[config.mk]
export PLATFORM = sky130hd
export DESIGN_NAME = mem_port_arbiter
export DESIGN_NICKNAME = d
export VERILOG_FILES = /design/src/rtl/cpu_bus_pkg.sv /design/src/rtl/mem_port_arbiter.sv
export SDC_FILE = /design/constraint.sdc
export NUM_CORES = 1
export LEC_CHECK = 0
export CAP_MARGIN = 10
export CORE_UTILIZATION = 40
export CTS_CLUSTER_SIZE = 20
export DETAILED_ROUTE_END_ITERATION = 10
export HOLD_SLACK_MARGIN = 0.06
export PLACE_DENSITY = 0.88
export SYNTH_ARGS = -nofsm -noshare
export SYNTH_HDL_FRONTEND = slang
export SYNTH_SLANG_ARGS = --single-unit
[constraint.sdc]
create_clock -name clk -period 2 [get_ports clk]
set_input_delay 0.4 -clock clk [delete_from_list [all_inputs] [get_ports clk]]
set_output_delay 0.4 -clock clk [all_outputs]
set_load 0.01 [all_outputs]
[src/rtl/cpu_bus_pkg.sv]
// Shared bus definitions for the CPU memory port: arbiter FSM encoding, owner tag and command payload.
package cpu_bus_pkg;

    localparam int unsigned BUS_AW = 32;
    localparam int unsigned BUS_DW = 32;
    localparam int unsigned BUS_SW = BUS_DW / 8;

    typedef enum logic [1:0] {
        ARB_IDLE    = 2'd0,
        ARB_BUSY_IF = 2'd1,
        ARB_BUSY_LS = 2'd2,
        ARB_RESP    = 2'd3
    } arb_state_e;

    typedef enum logic {
        OWN_IF = 1'b0,
        OWN_LS = 1'b1
    } owner_e;

    typedef struct packed {
        logic [BUS_AW-1:0] addr;
        logic              we;
        logic [BUS_SW-1:0] wstrb;
        logic [BUS_DW-1:0] wdata;
    } bus_cmd_t;

endpackage

[src/rtl/mem_port_arbiter.sv]
// Arbitrates the single-port unified memory between instruction fetch and the load/store unit.
// LS has priority; IF wins the next conflict after STARVE_LIMIT consecutive losses.
// Every access is bounded by TIMEOUT cycles and answered with bus_err if memory stays silent.
module mem_port_arbiter
    import cpu_bus_pkg::*;
#(
    parameter int unsigned AW           = BUS_AW,
    parameter int unsigned DW           = BUS_DW,
    parameter int unsigned STARVE_LIMIT = 4,
    parameter int unsigned TIMEOUT      = 255
) (
    input  logic            clk,
    input  logic            rst,
    input  logic            if_req,
    input  logic [AW-1:0]   if_addr,
    output logic            if_gnt,
    output logic            if_rvalid,
    output logic [DW-1:0]   if_rdata,
    input  logic            ls_req,
    input  logic [AW-1:0]   ls_addr,
    input  logic            ls_we,
    input  logic [DW/8-1:0] ls_wstrb,
    input  logic [DW-1:0]   ls_wdata,
    output logic            ls_gnt,
    output logic            ls_rvalid,
    output logic [DW-1:0]   ls_rdata,
    output logic            bus_err,
    output logic            mem_req,
    output logic [AW-1:0]   mem_addr,
    output logic            mem_we,
    output logic [DW/8-1:0] mem_wstrb,
    output logic [DW-1:0]   mem_wdata,
    input  logic            mem_ack,
    input  logic [DW-1:0]   mem_rdata
);

    localparam int unsigned SW = DW / 8;
    localparam int unsigned TW = $clog2(TIMEOUT + 1);
    localparam int unsigned CW = $clog2(STARVE_LIMIT + 1);

    arb_state_e      state_q, state_d;
    owner_e          owner_q, owner_d;
    logic [CW-1:0]   starve_q, starve_d;
    logic [TW-1:0]   tmo_q, tmo_d;
    logic            mem_req_q, mem_req_d;
    logic [AW-1:0]   mem_addr_q, mem_addr_d;
    logic            mem_we_q, mem_we_d;
    logic [SW-1:0]   mem_wstrb_q, mem_wstrb_d;
    logic [DW-1:0]   mem_wdata_q, mem_wdata_d;
    logic            if_rvalid_q, if_rvalid_d;
    logic            ls_rvalid_q, ls_rvalid_d;
    logic [DW-1:0]   if_rdata_q, if_rdata_d;
    logic [DW-1:0]   ls_rdata_q, ls_rdata_d;
    logic            bus_err_q, bus_err_d;
    logic            if_gnt_c, ls_gnt_c;
    logic            win_if_c, win_ls_c;
    logic            done_c, timeout_c;
    logic [DW-1:0]   resp_data_c;

    // State and registered outputs; reset aborts any transaction silently.
    always_ff @(posedge clk) begin
        if (rst) begin
            state_q     <= ARB_IDLE;
            owner_q     <= OWN_IF;
            starve_q    <= '0;
            tmo_q       <= '0;
            mem_req_q   <= 1'b0;
            mem_addr_q  <= '0;
            mem_we_q    <= 1'b0;
            mem_wstrb_q <= '0;
            mem_wdata_q <= '0;
            if_rvalid_q <= 1'b0;
            ls_rvalid_q <= 1'b0;
            if_rdata_q  <= '0;
            ls_rdata_q  <= '0;
            bus_err_q   <= 1'b0;
        end else begin
            state_q     <= state_d;
            owner_q     <= owner_d;
            starve_q    <= starve_d;
            tmo_q       <= tmo_d;
            mem_req_q   <= mem_req_d;
            mem_addr_q  <= mem_addr_d;
            mem_we_q    <= mem_we_d;
            mem_wstrb_q <= mem_wstrb_d;
            mem_wdata_q <= mem_wdata_d;
            if_rvalid_q <= if_rvalid_d;
            ls_rvalid_q <= ls_rvalid_d;
            if_rdata_q  <= if_rdata_d;
            ls_rdata_q  <= ls_rdata_d;
            bus_err_q   <= bus_err_d;
        end
    end

    // Next-state: arbitration in IDLE, ack/timeout tracking in BUSY, one response cycle.
    always_comb begin
        state_d     = state_q;
        owner_d     = owner_q;
        starve_d    = starve_q;
        tmo_d       = tmo_q;
        mem_req_d   = mem_req_q;
        mem_addr_d  = mem_addr_q;
        mem_we_d    = mem_we_q;
        mem_wstrb_d = mem_wstrb_q;
        mem_wdata_d = mem_wdata_q;
        if_rvalid_d = 1'b0;
        ls_rvalid_d = 1'b0;
        if_rdata_d  = if_rdata_q;
        ls_rdata_d  = ls_rdata_q;
        bus_err_d   = 1'b0;
        if_gnt_c    = 1'b0;
        ls_gnt_c    = 1'b0;
        win_if_c    = 1'b0;
        win_ls_c    = 1'b0;
        done_c      = 1'b0;
        timeout_c   = 1'b0;
        resp_data_c = '0;

        unique case (state_q)
            ARB_IDLE: begin
                if (if_req && ls_req) begin
                    if (starve_q == CW'(STARVE_LIMIT)) begin
                        win_if_c = 1'b1;
                        starve_d = '0;
                    end else begin
                        win_ls_c = 1'b1;
                        starve_d = starve_q + CW'(1);
                    end
                end else if (if_req) begin
                    win_if_c = 1'b1;
                    starve_d = '0;
                end else begin
                    win_ls_c = ls_req;
                    starve_d = '0;
                end

                if (win_if_c) begin
                    if_gnt_c    = 1'b1;
                    owner_d     = OWN_IF;
                    state_d     = ARB_BUSY_IF;
                    mem_req_d   = 1'b1;
                    mem_addr_d  = if_addr;
                    mem_we_d    = 1'b0;
                    mem_wstrb_d = '0;
                    mem_wdata_d = '0;
                    tmo_d       = '0;
                end else if (win_ls_c) begin
                    ls_gnt_c    = 1'b1;
                    owner_d     = OWN_LS;
                    state_d     = ARB_BUSY_LS;
                    mem_req_d   = 1'b1;
                    mem_addr_d  = ls_addr;
                    mem_we_d    = ls_we;
                    mem_wstrb_d = ls_wstrb;
                    mem_wdata_d = ls_wdata;
                    tmo_d       = '0;
                end
            end

            ARB_BUSY_IF, ARB_BUSY_LS: begin
                if (mem_ack) begin
                    done_c      = 1'b1;
                    resp_data_c = mem_rdata;
                end else if (tmo_q == TW'(TIMEOUT)) begin
                    done_c    = 1'b1;
                    timeout_c = 1'b1;
                end else begin
                    tmo_d = tmo_q + TW'(1);
                end

                if (done_c) begin
                    mem_req_d = 1'b0;
                    state_d   = ARB_RESP;
                    bus_err_d = timeout_c;
                    if (owner_q == OWN_LS) begin
                        ls_rvalid_d = 1'b1;
                        ls_rdata_d  = resp_data_c;
                    end else begin
                        if_rvalid_d = 1'b1;
                        if_rdata_d  = resp_data_c;
                    end
                end
            end

            ARB_RESP: begin
                tmo_d   = '0;
                state_d = ARB_IDLE;
            end

            default: begin
                state_d = ARB_IDLE;
            end
        endcase
    end

    // Grants are decided in the IDLE cycle the request is seen; held low during reset.
    assign if_gnt    = if_gnt_c & ~rst;
    assign ls_gnt    = ls_gnt_c & ~rst;
    assign if_rvalid = if_rvalid_q;
    assign ls_rvalid = ls_rvalid_q;
    assign if_rdata  = if_rdata_q;
    assign ls_rdata  = ls_rdata_q;
    assign bus_err   = bus_err_q;
    assign mem_req   = mem_req_q;
    assign mem_addr  = mem_addr_q;
    assign mem_we    = mem_we_q;
    assign mem_wstrb = mem_wstrb_q;
    assign mem_wdata = mem_wdata_q;

endmodule
[After elaboration in Yosys (flattened, before gate mapping)]
Cells that the tools add are included.
Storage, ports and cells
  memories kept: 0
  latch bits: 0
  ROM bits: 0
  input bits: 138
  register bits: 151
  RAM bits: 0
  output and inout port bits: 139
  logic and storage cells: 87
Operators by class
  bitwise gates (word level): 6
  $add $sub $neg: 2
  $lt $le $gt $ge: 0
  multiplexer cells: 43
  equal/unequal tests: 9
  divide/modulo/power cells: 0
  reduce and logical (&&, ||, !) cells: 13
  shift-type cells: 0
  multiply operators: 0
Operator list (number)
  $mux 32: 5
  $mux 8: 4
  $mux 1: 24
  $pmux 8 s3: 1
  $reduce_and 3->1: 4
  $add 8x1->8 const B: 1
  $eq 8x8->1 const B: 1
  $mux 4: 2
  $mux 2: 3
  $mux 3: 2
  $ne 2x2->1 const B: 3
  $pmux 2 s3: 1
  $eq 2x2->1 const B: 2
  $not 1->1: 4
  $reduce_and 2->1: 2
  $reduce_bool 2->1: 2
  $reduce_or 4->1: 1
  $add 3x1->3 const B: 1
  $eq 3x3->1 const B: 1
  $ne 3x1->1 const B: 1
  $reduce_or 3->1: 1
  $and 1x1->1: 2
  $eq 2x1->1 const B: 1
  $logic_not 2->1: 1
  3 further kinds: 3

[Longest topological paths before layout]
Gate-level depths: netlist of run 1.
  depth in word-level cells: 8
  depth in mapped cells: 8
  mapped depth without buffers: 6

[Least setup slack after synthesis of run 1]
No wires, ideal clock.
  path type: register -> output
  from: reg starve_q[0]
  to: out ls_gnt
  setup slack: 0.162 ns
  required time: 1.600 ns
  path buffers: 2
  stages on the path, launching flop included: 8
  arrival: 1.438 ns
  path through: dfxtp_1 > inv_1 > ha_1 > a21bo_1 > buf_2 > nand2_2 > buf_4 > and4b_1
On the way
  longest elaborated chain between the ends: 8
  elaborated cells between the ends (all ways): 11
  classes of those cells: eq/ne: 1; mux: 9; bitwise: 1
Ends and longest elaborated chain
  start, declared: RTL line mem_port_arbiter.sv:43  | logic [CW-1:0] starve_q, starve_d;
  start signal, assigned: RTL line mem_port_arbiter.sv:80  | starve_q <= starve_d;
  $eq 3x3->1 (*): RTL line mem_port_arbiter.sv:122  | if (starve_q == CW'(STARVE_LIMIT)) begin
  $mux 1: RTL line mem_port_arbiter.sv:122
  $mux 1: RTL line mem_port_arbiter.sv:121  | if (if_req && ls_req) begin
  $mux 1: RTL line mem_port_arbiter.sv:119  | unique case (state_q)
  $mux 1: RTL line mem_port_arbiter.sv:147  | end else if (win_ls_c) begin
  $mux 1 (*): RTL line mem_port_arbiter.sv:137  | if (win_if_c) begin
  $mux 1 (*): RTL line mem_port_arbiter.sv:119
  $and 1x1->1 (*): RTL line mem_port_arbiter.sv:198  | assign ls_gnt = ls_gnt_c & ~rst;
  end, declared: RTL line mem_port_arbiter.sv:24  | output logic ls_gnt,
Mark *: on every way between the ends. The rest lies on a longest branch, timed or not. The select of a mux whose other input is x is not followed.

[Final worst setup path of run 1]
  from: reg starve_q[1]
  to: out if_gnt
On the way
  longest elaborated chain between the ends: 7
Ends and longest elaborated chain
  $eq 3x3->1: RTL line mem_port_arbiter.sv:122
  $mux 1: RTL line mem_port_arbiter.sv:122
  $mux 1: RTL line mem_port_arbiter.sv:121
  $mux 1: RTL line mem_port_arbiter.sv:119
  $mux 1: RTL line mem_port_arbiter.sv:137
  $mux 1: RTL line mem_port_arbiter.sv:119
  $and 1x1->1: RTL line mem_port_arbiter.sv:197  | assign if_gnt = if_gnt_c & ~rst;
  end, declared: RTL line mem_port_arbiter.sv:16  | output logic if_gnt,
Every way passes these cells. The select of a mux whose other input is x is not followed.

==> impl_metrics.json, run 1 <==
{
  "final_cell_mix": "272 x clkdlybuf4s50_1, 149 x dfxtp_1, 78 x nor2_1, 64 x a32o_1, 39 x nand3_1",
  "synth-edff-count": 0,
  "synth-async-reset-ratio_pct": 0,
  "cts.sinks": 151,
  "ir_worst_vdd_mv": 0.597,
  "start_util_pct": 41.5,
  "final_layout_size_suffix_gt1_share_pct": 10.9,
  "outcome": "complete, but fails checks",
  "fillers": 1103,
  "maxClockFrequency_mhz": 496,
  "seqPwrFrac_pct": 36.3,
  "rsz0062_at_grt": "yes",
  "syn_area_sq_um": 5800,
  "gr-total-overflow": 0,
  "required_ps": 1600,
  "num-nets-final": 1003,
  "slowest_delay_ps": 320,
  "grtUsageTotal_pct": 23.7,
  "grt_pass1_wl_um": 27800,
  "vias_per_cell": 5.58,
  "fin_area_sq_um": 9430,
  "p_int_uw": 7280,
  "synth_cell_types": 49,
  "drtIter0Drc": 311,
  "crit_path_start_kind": "register",
  "power_switching_uw": 3480,
  "whs_path_depth": 3,
  "finClkSkew_ps": 8.52,
  "fin_crit_sh_pct": 101,
  "holdCritStartpoint": "mem_ack",
  "leakagePower_uw": 0.00346,
  "fin_setup_tns_ps": -25.0,
  "path_class": "reg -> out",
  "grt_start_max_net_pins": 52,
  "clkSlewWorstSetupHoldPaths_ps": 60,
  "holdPathEnd": "ls_rvalid$_SDFF_PP0_",
  "coreArea_sq_um": 14000,
  "yosysSeqAreaShare_pct": 52.1,
  "swShare_pct": 32.3,
  "reg2reg_from": "tmo_q[0]$_SDFFE_PP0P_",
  "syn_inst": 585,
  "hold_viol_final": 0,
  "final_common_cell": "clkdlybuf4s50_1",
  "violations": "setup timing",
  "utilization_pct": 67.4,
  "drc_errors": 0,
  "die_w_um": 122,
  "port_buffers": 276,
  "cp.depth": 6,
  "fp.dieArea_sq_um": 15000,
  "ys_ff_latch": 151,
  "relSlewSlack_pct": 56.7,
  "cts_buffers": 17,
  "area_growth_pct": 62.7,
  "critPathCaptureType": "output pin",
  "worst-path-buf-inv": 2,
  "rrSetupSlack_ps": 120,
  "rr_endpoint": "ls_rdata[14]$_SDFFE_PP0P_",
  "hpwl_um": 12500,
  "pwr-share-clk_pct": 27.8,
  "power_frac_comb_pct": 35.9,
  "worst_r2r_path_depth": 6,
  "via_count": 5863,
  "critPathTopFamily": "simple AND/OR/NAND/NOR gates",
  "clockRootBuffer": "clkbuf_16",
  "ant_nets": 0,
  "power_density_nw_per_um2": 1140,
  "diodes": 0,
  "finalPower_uw": 10800,
  "hold_path.class": "in -> reg",
  "finalMaxSlewViolations": 0,
  "cts_tree": "done",
  "max_slew.worst_pin.slew_ps": 649,
  "cap_violations": 0,
  "grt_pass1_vias": 5573,
  "die_h_um": 122,
  "syn_nets": 729,
  "clk_latency_ps": 420,
  "syn_area_per_cell_sq_um": 9.91,
  "cpMaxStageDelayCell": "dfxtp_2",
  "drtPass1Iterations": 5,
  "gp_congestion": 0.854,
  "rows": 43,
  "ios": 277,
  "ys_warn_count": 0,
  "drt-total-wl_um": 18000,
  "cts-htree-levels": 4,
  "place_area_sq_um": 8840,
  "max-clock-path-buffers": 2,
  "cts.hold.buffers_added": 0,
  "cp.arrival_ps": 1620,
  "wire_per_inst_um": 17.1,
  "critPathMaxFanout": 3,
  "worst_slack_ps": -16.0,
  "path_cells": "inv_2 -> ha_4 -> a21bo_1 -> nand2_2 -> nor3b_2 -> buf_2",
  "period_needed_ps": 2020,
  "synth_ff_type": "dfxtp_1",
  "antenna_found_initial": 0,
  "setup_viol": 2
}
-- flip-flops by register name, summed over array words and instances (netlist names), 2 cells and up --
register   count
ls_rdata      32
mem_wstrb      4
starve_q       3
mem_wdata     32
mem_addr      32
state_q        2
if_rdata      32
tmo_q          8
-- synth_stat cells (2+ instances only) --
| library cell | number | area (sq um) |
|---|---|---|
| ha_1 | 6 | 75.1 |
| a311oi_1 | 32 | 280 |
| or2_2 | 2 | 12.5 |
| o21ai_0 | 5 | 25.0 |
| nor3_1 | 4 | 20.0 |
| inv_1 | 6 | 22.5 |
| nand2b_1 | 5 | 31.3 |
| o31ai_1 | 3 | 22.5 |
| a31oi_1 | 2 | 12.5 |
| nand3_1 | 39 | 195 |
| buf_6 | 6 | 67.6 |
| a32o_1 | 64 | 641 |
| o41ai_1 | 3 | 26.3 |
| a22oi_1 | 37 | 278 |
| nor2_1 | 80 | 300 |
| and3_1 | 2 | 12.5 |
| nand2_1 | 38 | 143 |
| o211ai_1 | 2 | 15.0 |
| a31oi_4 | 2 | 42.5 |
| nand3b_1 | 2 | 15.0 |
| o311ai_1 | 2 | 17.5 |
| buf_2 | 11 | 55.1 |
| nand4_1 | 4 | 25.0 |
| nor3b_1 | 2 | 15.0 |
| dfxtp_1 | 151 | 3020 |
| clkbuf_1 | 32 | 120 |
| a21oi_1 | 8 | 40.0 |
| nor2b_1 | 6 | 37.5 |
| buf_4 | 3 | 22.5 |
| buf_1 | 7 | 26.3 |
-- power by group through the flow --
stage,combinational (uW),clock (uW),sequential [uW]
2_1_floorplan,1590,0,4200
3_3_place_gp,3780,0,3940
3_5_place_dp,3840,0,3970
4_1_cts,3860,3050,3910
5_1_grt,4170,3190,3980
6_report,3860,2990,3910
-- final cells by class --
| class | instances | area, sq um | share of cell area [%] |
|---|---|---|---|
| tap | 180 | 225 | 2.39 |
| sequential | 151 | 3030 | 32.1 |
| clock buffer | 18 | 439 | 4.66 |
| timing repair buffer | 314 | 3090 | 32.8 |
| inverter | 6 | 22.5 | 0.239 |
| multi-input combinational | 369 | 2510 | 26.6 |
| clock inverter | 13 | 115 | 1.22 |
-- worst max-delay path by stage --
stage | start | to | slack, ps
floorplan | starve_q[0]$_SDFFE_PP0N_ | ls_gnt | 160
global placement | ls_req | if_gnt | -390
detailed placement | ls_req | if_gnt | -420
CTS | starve_q[0]$_SDFFE_PP0N_ | ls_gnt | -1
global route | starve_q[1]$_SDFFE_PP0N_ | if_gnt | -80
finish | starve_q[1]$_SDFFE_PP0N_ | if_gnt | -20
-- through the flow --
| step | setup slack, ps | hold WS [ps] | instances |
|---|---|---|---|
| 6_report | -16.0 | 358 | 1051 |
| 5_1_grt | -75.4 | 400 | 1051 |
| 4_1_cts | -0.991 | 336 | 1050 |
| 3_5_place_dp | -419 | 454 | 1017 |
| 3_3_place_gp | -393 | 444 | 1017 |
| 2_1_floorplan | 162 | 463 | 585 |
-- cells by family (layout without fill, tap and decap cells) --
group / Yosys count / in the layout / synth area share (%)
adders and majority gates: 6 / 6 / 1.29
and+or+nand+nor: 193 / 193 / 15.2
DFF: 151 / 151 / 52.1
buffers and inverters: 65 / 351 / 5.42
AOI/OAI and AO/OA: 170 / 170 / 26.0
-- worst reg2reg max path, cell delays in order (launching register included) --
cell     delay, ps
dfxtp_1        390
ha_1           260
and4_4         270
a41o_4         290
a31oi_4        100
buf_4          240
a32o_1         240
-- timing repair --
action	in CTS	in global routing
pin swaps	4	1
setup endpoints to repair	2	4
buffers inserted	2	1
gates resized for setup	15	1
-- per-layer routing --
layer | GRT usage (%) | share of wire [%] | up-vias
met5 | 0 | 0 | -
met1 | 26.8 | 39 | 2805
met2 | 41.2 | 51 | 256
met3 | 7.30 | 8.3 | 29
li1 | - | - | 2773
met4 | 9.45 | 2.2 | 0
(Power assumes the default switching activity.)
==> run 2: changes to the inputs <==
CELL_PAD_IN_SITES_DETAIL_PLACEMENT = 1   (was unset)
CELL_PAD_IN_SITES_GLOBAL_PLACEMENT = 2   (was unset)
CORE_UTILIZATION = 23   (was 40)
SETUP_SLACK_MARGIN = 0.3   (was unset)
==> run 2 against run 1 <==
Against the previous run: final area grew 8.8%; global-route usage shrank 7.6 points; the run now ends clean; core utilization shrank 26 points; hold slack gained 70 ps; highest routed layer unchanged; wire length grew 26%; die area grew 73%.
==> impl_metrics.json, run 2 (synthesized netlist as in run 1, its figures left out) <==
{
  "ios": 277,
  "ant_nets": 0,
  "power_switching_uw": 4100,
  "leakagePower_uw": 0.00443,
  "final_layout_size_suffix_gt1_share_pct": 17.0,
  "reg2reg_from": "tmo_q[1]$_SDFFE_PP0P_",
  "hold_path.class": "in -> reg",
  "antenna_found_initial": 0,
  "slowest_delay_ps": 340,
  "rrSetupSlack_ps": 270,
  "pwr-share-clk_pct": 28.3,
  "cts-htree-levels": 4,
  "num-nets-final": 1031,
  "cts.sinks": 151,
  "clk_latency_ps": 430,
  "wire_per_inst_um": 18.5,
  "worst_r2r_path_depth": 7,
  "drc_errors": 0,
  "critPathTopFamily": "flip-flops",
  "ir_worst_vdd_mv": 0.628,
  "p_int_uw": 7550,
  "top_layer": "met4",
  "swShare_pct": 35.2,
  "max_slew.worst_pin.slew_ps": 668,
  "finalPower_uw": 11700,
  "fp.dieArea_sq_um": 25900,
  "period_needed_ps": 1980,
  "place_area_sq_um": 9000,
  "max-clock-path-buffers": 2,
  "area_growth_pct": 77.0,
  "seqPwrFrac_pct": 33.5,
  "wl_met1_um": 9780,
  "cts_tree": "done",
  "whs_path_depth": 3,
  "cts_buffers": 17,
  "cp.arrival_ps": 1580,
  "hpwl_um": 14100,
  "finalMaxSlewViolations": 0,
  "gr-total-overflow": 0,
  "via_count": 6050,
  "fin_area_sq_um": 10300,
  "clkSlewWorstSetupHoldPaths_ps": 80,
  "final_common_cell": "dfxtp_1",
  "clockRootBuffer": "clkbuf_16",
  "cts.hold.buffers_added": 0,
  "die_h_um": 161,
  "dr_wl_met2_um": 11100,
  "diodes": 0,
  "rows": 57,
  "dp_cells": 1155,
  "port_buffers": 276,
  "cp.depth": 6,
  "gp_congestion": 0.747,
  "grtUsageTotal_pct": 16.1,
  "outcome": "complete, no violations",
  "path_class": "reg -> out",
  "rsz0062_at_grt": "yes",
  "crit_path_start_kind": "register",
  "start_util_pct": 23.6,
  "setup_viol": 0,
  "grt_pass1_wl_um": 33100,
  "utilization_pct": 41.9,
  "holdPathEnd": "tmo_q[7]$_SDFFE_PP0P_",
  "finClkSkew_ps": 18.6,
  "die_w_um": 161,
  "vias_per_cell": 4.94,
  "coreArea_sq_um": 24500,
  "wl_met3_um": 1550,
  "worst_slack_ps": 19.4,
  "path_cells": "inv_2 -> ha_4 -> a21bo_4 -> nand2_4 -> and4b_1 -> buf_2",
  "critPathCaptureType": "output pin",
  "maxClockFrequency_mhz": 505,
  "worst-path-buf-inv": 2,
  "required_ps": 1600,
  "rr_endpoint": "ls_rdata[27]$_SDFFE_PP0P_",
  "cpMaxStageDelayCell": "dfxtp_2",
  "power_frac_comb_pct": 38.2,
  "drtPass1Iterations": 4,
  "power_density_nw_per_um2": 1130,
  "fin_crit_sh_pct": 99.0,
  "final_cell_mix": "145 x dfxtp_1, 135 x dlygate4sd2_1, 134 x clkdlybuf4s50_1, 77 x nor2_1, 63 x a32o_1",
  "drt-total-wl_um": 22700,
  "finalNonFillerCells": 1224,
  "hold_viol_final": 0,
  "grt_pass1_vias": 5941,
  "holdCritStartpoint": "mem_ack",
  "grt_start_max_net_pins": 65,
  "relSlewSlack_pct": 55.5,
  "cap_violations": 0,
  "critPathMaxFanout": 3,
  "drtIter0Drc": 309,
  "place_ws_ps": -324
}
run 2: timing repair:
action                                  CTS  global route
gates resized for setup                 163            46
pin swaps                                 9            16
endpoints found under the setup margin  222           143
gates cloned                              4            10
buffers inserted                         12            11
run 2: through the flow:
stage | setup TNS (ps) | hold WS [ps]
after floorplan | 0 | 454
after global placement | -1060 | 445
after detailed placement | -1960 | 454
after CTS | 0 | 403
after global routing | -39.6 | 440
final | 0 | 428
run 2: power by group through the flow:
| stage | sequential [uW] | combinational (uW) | clock [uW] |
|---|---|---|---|
| after floorplan | 4200 | 1600 | 0 |
| after global placement | 3950 | 3880 | 0 |
| after detailed placement | 3980 | 3940 | 0 |
| after CTS | 3900 | 3790 | 3400 |
| after global routing | 3970 | 4780 | 3540 |
| final | 3900 | 4450 | 3300 |
run 2: worst register-to-register path, cell delays in order (launching register included):
cell and delay, ps:
dfxtp_2 350, ha_4 140, and4_4 230, a41o_4 260
a31oi_4 140, buf_12 170, buf_16 130, a32o_1 210
run 2: worst max path at each step:
stage | slack (ps) | from | end
floorplan | 300 | starve_q[0]$_SDFFE_PP0N_ | if_gnt
global route | -40 | starve_q[0]$_SDFFE_PP0N_ | ls_gnt
finish | 20 | starve_q[0]$_SDFFE_PP0N_ | ls_gnt
CTS | 6 | starve_q[0]$_SDFFE_PP0N_ | ls_gnt
detailed placement | -320 | ls_req | ls_gnt
global placement | -290 | ls_req | ls_gnt
run 2: layer usage:
metal  vias to the layer above  GRT usage (%)
met5                         -              0
met3                        27           4.83
li1                       2845              -
met1                      2968           20.2
met4                         0           4.55
met2                       210           26.6
run 2: layout make-up:
| cell class | count | area, sq um |
|---|---|---|
| Clock buffer | 17 | 425 |
| Multi-Input combinational cell | 369 | 2670 |
| Sequential cell | 151 | 3030 |
| Inverter | 6 | 22.5 |
| Fill cell | 2753 | 14300 |
| Tap cell | 324 | 405 |
| Clock inverter | 15 | 204 |
| Timing Repair Buffer | 342 | 3510 |
